<file path="src/rtl/clk_div_ctrl_if.sv">
// Configuration port of the clock-divider controller: one write per cycle,
// valid/ready handshake, channel select plus half-period value.
interface clk_div_ctrl_if #(
    parameter int unsigned N_CH  = 4,
    parameter int unsigned DIV_W = 16,
    parameter int unsigned CH_W  = (N_CH > 1) ? $clog2(N_CH) : 1
);
    logic             cfg_valid;
    logic             cfg_ready;
    logic [CH_W-1:0]  cfg_ch;
    logic [DIV_W-1:0] cfg_half;

    modport master (
        output cfg_valid,
        output cfg_ch,
        output cfg_half,
        input  cfg_ready
    );

    modport slave (
        input  cfg_valid,
        input  cfg_ch,
        input  cfg_half,
        output cfg_ready
    );
endinterface

</file>
<file path="src/rtl/clk_div_ctrl.sv">
// Multi-channel clock divider. Each channel makes a 50% square wave plus a
// one-cycle strobe after every toggle. Rate changes wait for the end of a
// full output period (falling edge) so no runt pulse is ever produced.
module clk_div_ctrl #(
    parameter int unsigned N_CH  = 4,
    parameter int unsigned DIV_W = 16,
    parameter int unsigned CH_W  = (N_CH > 1) ? $clog2(N_CH) : 1
) (
    input  logic             clk_in,
    input  logic             reset,
    clk_div_ctrl_if.slave    cfg,
    output logic [N_CH-1:0]  clk_out,
    output logic [N_CH-1:0]  tick,
    output logic [N_CH-1:0]  active,
    output logic [N_CH-1:0]  pending
);
    typedef enum logic [1:0] {
        ST_OFF,
        ST_RUN,
        ST_PEND
    } ch_state_t;

    logic [N_CH-1:0] sel;

    // Selects outside 0..N_CH-1 match no channel, so they read ready and drop
    always_comb begin
        cfg.cfg_ready = ~|(sel & pending);
    end

    for (genvar g = 0; g < N_CH; g++) begin : g_ch
        ch_state_t        state_q, state_d;
        logic [DIV_W-1:0] cnt_q, cnt_d;
        logic [DIV_W-1:0] half_q, half_d;
        logic [DIV_W-1:0] pend_q, pend_d;
        logic             clk_q, clk_d;
        logic             tick_q, tick_d;
        logic             wr;
        logic             at_end;
        logic             boundary;
        logic [DIV_W-1:0] apply_val;

        assign sel[g] = (cfg.cfg_ch == CH_W'(g));
        assign wr     = cfg.cfg_valid & cfg.cfg_ready & sel[g];

        // Next-state and counter/output computation for one channel
        always_comb begin
            state_d   = state_q;
            cnt_d     = cnt_q;
            half_d    = half_q;
            pend_d    = pend_q;
            clk_d     = clk_q;
            tick_d    = 1'b0;
            at_end    = (cnt_q == half_q - DIV_W'(1));
            boundary  = at_end & clk_q;
            apply_val = (state_q == ST_PEND) ? pend_q : cfg.cfg_half;

            unique case (state_q)
                ST_OFF: begin
                    if (wr && (cfg.cfg_half != '0)) begin
                        half_d  = cfg.cfg_half;
                        cnt_d   = '0;
                        clk_d   = 1'b0;
                        state_d = ST_RUN;
                    end
                end
                ST_RUN, ST_PEND: begin
                    // A write arriving exactly on the falling-edge boundary
                    // takes the same apply path as a held pending value
                    if (boundary && ((state_q == ST_PEND) || wr)) begin
                        clk_d   = 1'b0;
                        tick_d  = 1'b1;
                        cnt_d   = '0;
                        half_d  = apply_val;
                        state_d = (apply_val != '0) ? ST_RUN : ST_OFF;
                    end else begin
                        if (at_end) begin
                            cnt_d  = '0;
                            clk_d  = ~clk_q;
                            tick_d = 1'b1;
                        end else begin
                            cnt_d = cnt_q + DIV_W'(1);
                        end
                        if (wr) begin
                            pend_d  = cfg.cfg_half;
                            state_d = ST_PEND;
                        end
                    end
                end
                default: begin
                    state_d = ST_OFF;
                end
            endcase
        end

        // Channel state register with asynchronous active-low reset
        always_ff @(posedge clk_in or negedge reset) begin
            if (!reset) begin
                state_q <= ST_OFF;
                cnt_q   <= '0;
                half_q  <= '0;
                pend_q  <= '0;
                clk_q   <= 1'b0;
                tick_q  <= 1'b0;
            end else begin
                state_q <= state_d;
                cnt_q   <= cnt_d;
                half_q  <= half_d;
                pend_q  <= pend_d;
                clk_q   <= clk_d;
                tick_q  <= tick_d;
            end
        end

        assign clk_out[g] = clk_q;
        assign tick[g]    = tick_q;
        assign active[g]  = (state_q != ST_OFF);
        assign pending[g] = (state_q == ST_PEND);
    end
endmodule

</file>
<file path="src/flat_wrapper.sv">
// flat-port wrapper written by rule: the top's interface ports become plain ports
module clk_div_ctrl_flat 
#(
    parameter int unsigned N_CH  = 4,
    parameter int unsigned DIV_W = 16,
    parameter int unsigned CH_W  = (N_CH > 1) ? $clog2(N_CH) : 1
)
  (clk_in, reset, clk_out, tick, active, pending, cfg_cfg_valid, cfg_cfg_ch, cfg_cfg_half, cfg_cfg_ready);
  clk_div_ctrl_if #(.N_CH(N_CH), .DIV_W(DIV_W), .CH_W(CH_W)) cfg_i ();
  input  logic clk_in;
  input  logic reset;
  output logic [N_CH-1:0] clk_out;
  output logic [N_CH-1:0] tick;
  output logic [N_CH-1:0] active;
  output logic [N_CH-1:0] pending;
  input wire logic [$bits(cfg_i.cfg_valid)-1:0] cfg_cfg_valid;
  input wire logic [$bits(cfg_i.cfg_ch)-1:0] cfg_cfg_ch;
  input wire logic [$bits(cfg_i.cfg_half)-1:0] cfg_cfg_half;
  output wire logic [$bits(cfg_i.cfg_ready)-1:0] cfg_cfg_ready;
  assign cfg_i.cfg_valid = cfg_cfg_valid;
  assign cfg_i.cfg_ch = cfg_cfg_ch;
  assign cfg_i.cfg_half = cfg_cfg_half;
  assign cfg_cfg_ready = cfg_i.cfg_ready;
  clk_div_ctrl #(.N_CH(N_CH), .DIV_W(DIV_W), .CH_W(CH_W)) u_core (.clk_in(clk_in), .reset(reset), .cfg(cfg_i), .clk_out(clk_out), .tick(tick), .active(active), .pending(pending));
endmodule
</file>
<file path="config.mk">
export PLATFORM = sky130hd
export DESIGN_NAME = clk_div_ctrl_flat
export DESIGN_NICKNAME = d
export VERILOG_FILES = /design/src/rtl/clk_div_ctrl_if.sv /design/src/rtl/clk_div_ctrl.sv /design/src/flat_wrapper.sv
export SDC_FILE = /design/constraint.sdc
export NUM_CORES = 1
export LEC_CHECK = 0
export CAP_MARGIN = 20
export CORE_MARGIN = 8
export CORE_UTILIZATION = 53
export CTS_BUF_LIST = sky130_fd_sc_hd__clkbuf_8
export DETAILED_ROUTE_END_ITERATION = 8
export PLACE_DENSITY = 0.7
export SETUP_SLACK_MARGIN = 0.1
export SYNTH_ARGS = -nofsm -noshare
export SYNTH_HDL_FRONTEND = slang
export SYNTH_SLANG_ARGS = --single-unit
</file>
<file path="constraint.sdc">
create_clock -name clk_in -period 6 [get_ports clk_in]
set_input_delay 1.5 -clock clk_in [delete_from_list [all_inputs] [get_ports clk_in]]
set_output_delay 1.5 -clock clk_in [all_outputs]
set_load 0.005 [all_outputs]
</file>
==> metrics.txt <==
status finished, final reports clean; #FFs+latches synth 208; Unique masters post-synth 83; Mapped Area 12,700 sq um; worst endpoint data arrival time 3150 ps; GRT Max-Usage Layer met2; post-synth top area cell dfrtp_1; global-route usage over all layers 20.4%; M3 GR Usage 3.41%; # resized after CTS 0; total routed wirelength 29.2 mm; final hold violation count 0; final worst-path cycle share 77.6%; Avg Synthesized Cell Area 10.2 sq um; sequential area share after synthesis 40.9%; CTS tree yes; layout cell share with drive strength beyond 1 20.7%; cts bufs inserted 37; DP Cell Count 1,557; Async SR Flop Fraction 100%; Synth-to-Final Area Change 10.4%; DR vias 9,676; Reg2Reg Setup Slack 1920 ps; met2 GRT Util 31.8%; FMAX 215 MHz; maximum vdd drop 0.228 mV; initial drt markers 701; FF-to-FF Start u_core.g_ch[2].half_q[0]; routed vias/inst 5.97; RSZ-0062 raised after global routing false; Final HPWL DP 20.7 mm; warnings from Yosys 0; setup bufs post-CTS 0; Clock Skews 16.3 ps; port buffer count 37; crit end category output port; CTS root buf clkbuf_8; Final Slew Violations 0; GRT overflow 0; min cycle time layout 4650 ps; Synth top area share 40.9%; fin nets 1,318; Die Wd 171 um; worst reg2reg path endpoint u_core.g_ch[2].cnt_q[14]; FP Rows 56; core area 23,500 sq um; Inserted Diodes 0; Reg area 5200 sq um; CTS Sinks 208; Post-Synthesis Cells 1,244; FF-to-FF path depth 10; Worst setup SP type primary input; Fillers 2,025; H-tree Lvls 2; Synth Flop Type dfrtp_1; type of the worst setup path in2out; worst-margin pin slew 1040 ps; Die Area 29,200 sq um; syn nets 1,285; met1 global-route usage 28.3%; I/O pin count 38; Area contributors post-synth dfrtp_1 (41%), mux2_2 (14%), xnor2_1 (4.3%); Fin Setup TNS 0 ps; Post-route DRC 0; Min-Delay Startpoint u_core.g_ch[0].pend_q[14]; Post-CTS Hold Buffers 0; first-pass GRT wire length 48.9 mm; Core Util, Final 59.7%; clock-pin slew on the worst setup and hold paths 50 ps; clk_lat worst skew 550 ps; Max-cap violations 0; Routed Antenna Nets 0; critical path required time 4500 ps; Worst slew margin 30.5%; routability cong. 0.867; chip height 171 um; footprint of the multi-input gates 7030 sq um; Pre-antenna DRT Iters 5; WHS Path Cells 1; largest net degree at the start of global routing 99; Post-synth EDFFs 0; Leak Pwr 0.00568 uW; antenna violations before repair 0; CP Max Fanout 5; Hold Path Class reg2reg; Non-Filler Instances 1,622; number of global-route vias before repair 9,547; PwrDens 501 nW/um^2; wire per inst 18.0 um; endpoint with the worst hold slack u_core.g_ch[0].pend_q[14]; # setup viols final 0; Initial Util 54.1%; CTS max path bufs 3
layout make-up:
class / count / share of cell area, %
Timing Repair Buffer: 52 / 3.46
Tap cell: 319 / 2.84
Clock inverter: 19 / 0.828
Inverter: 49 / 1.31
Clock buffer: 46 / 4.51
Multi-Input combinational cell: 929 / 50.0
Sequential cell: 208 / 37.0
metal layers:
layer	vias up	share of wire, %
met2	211	46
met1	4779	48
met3	56	4.4
met4	0	2.1
met5	-	0
li1	4630	-
critical path, stage by stage:
cell	delay, ps
clkdlybuf4s50_1	610
mux2_2	370
o21ai_0	140
clkdlybuf4s50_1	530
state kept, by name, indices dropped and copies added, names as in the netlist:
register / count
u_core.g_ch.clk_q: 4
u_core.g_ch.half_q: 64
u_core.g_ch.pend_q: 64
u_core.g_ch.tick_q: 4
u_core.g_ch.state_q: 8
u_core.g_ch.cnt_q: 64
synth_stat cells (all sizes together), types with 8 or more instances:
cell type    n
a21o         8
buf         26
or3         16
nor2b        9
xor2        44
clkbuf      32
or2         10
nor4        38
or4         19
a31oi        9
dfrtp      208
inv         48
mux2i       31
nand2b      14
nor2        77
o211ai       9
ha          20
a21oi       27
xnor2       63
o21ai       55
mux2       169
and3        20
nor3        29
nand2       76
nand4       25
nand3       55
a211oi      14
report_power, final:
part	total, uW	internal [uW]	switching, uW	leakage (uW)
combinational	3070	1490	1580	0.00266
sequential	2630	1960	668	0.00259
clock	1340	737	600	0.000428
logic make-up after synthesis:
group                      Yosys count  synth area share, %
muxes                              200                 17.7
DFF                                208                 40.9
AOI/OAI and AO/OA                  184                 10.1
buffers and inverters              107                 3.90
and+or+nand+nor                    418                 18.1
xor gates and xnor gates           107                 7.36
adders and majority gates           20                 1.97
worst max-delay path by stage:
stage	start	end	slack, ps
6_report	cfg_cfg_ch[0]	cfg_cfg_ready	1350
5_1_grt	cfg_cfg_ch[0]	cfg_cfg_ready	1200
4_1_cts	cfg_cfg_ch[0]	cfg_cfg_ready	1330
3_5_place_dp	cfg_cfg_half[9]	u_core.g_ch[1].half_q[12]	1130
3_3_place_gp	cfg_cfg_half[2]	u_core.g_ch[1].half_q[2]	1200
2_1_floorplan	cfg_cfg_half[1]	u_core.g_ch[1].half_q[10]	2300
metrics by stage:
step | setup slack (ps) | cell area [sq um] | hold slack [ps] | power (uW)
floorplan | 2300 | 12700 | 493 | 4960
global placement | 1200 | 13300 | 507 | 5590
detailed placement | 1130 | 13300 | 517 | 5690
CTS | 1330 | 14100 | 530 | 7070
global route | 1200 | 14100 | 545 | 7560
finish | 1350 | 14100 | 529 | 7040
cells in the final DEF (no fill, tap or decap), drive strengths merged, types with 38 or more instances in the layout:
cell and instances:
xnor2 63, inv 61, nand3 55, nand2 76, dfrtp 208, xor2 44, nor4 38, nor2 77
mux2 169, o21ai 55, clkbuf 47
Note: power is estimated with default switching activity, not from simulation.
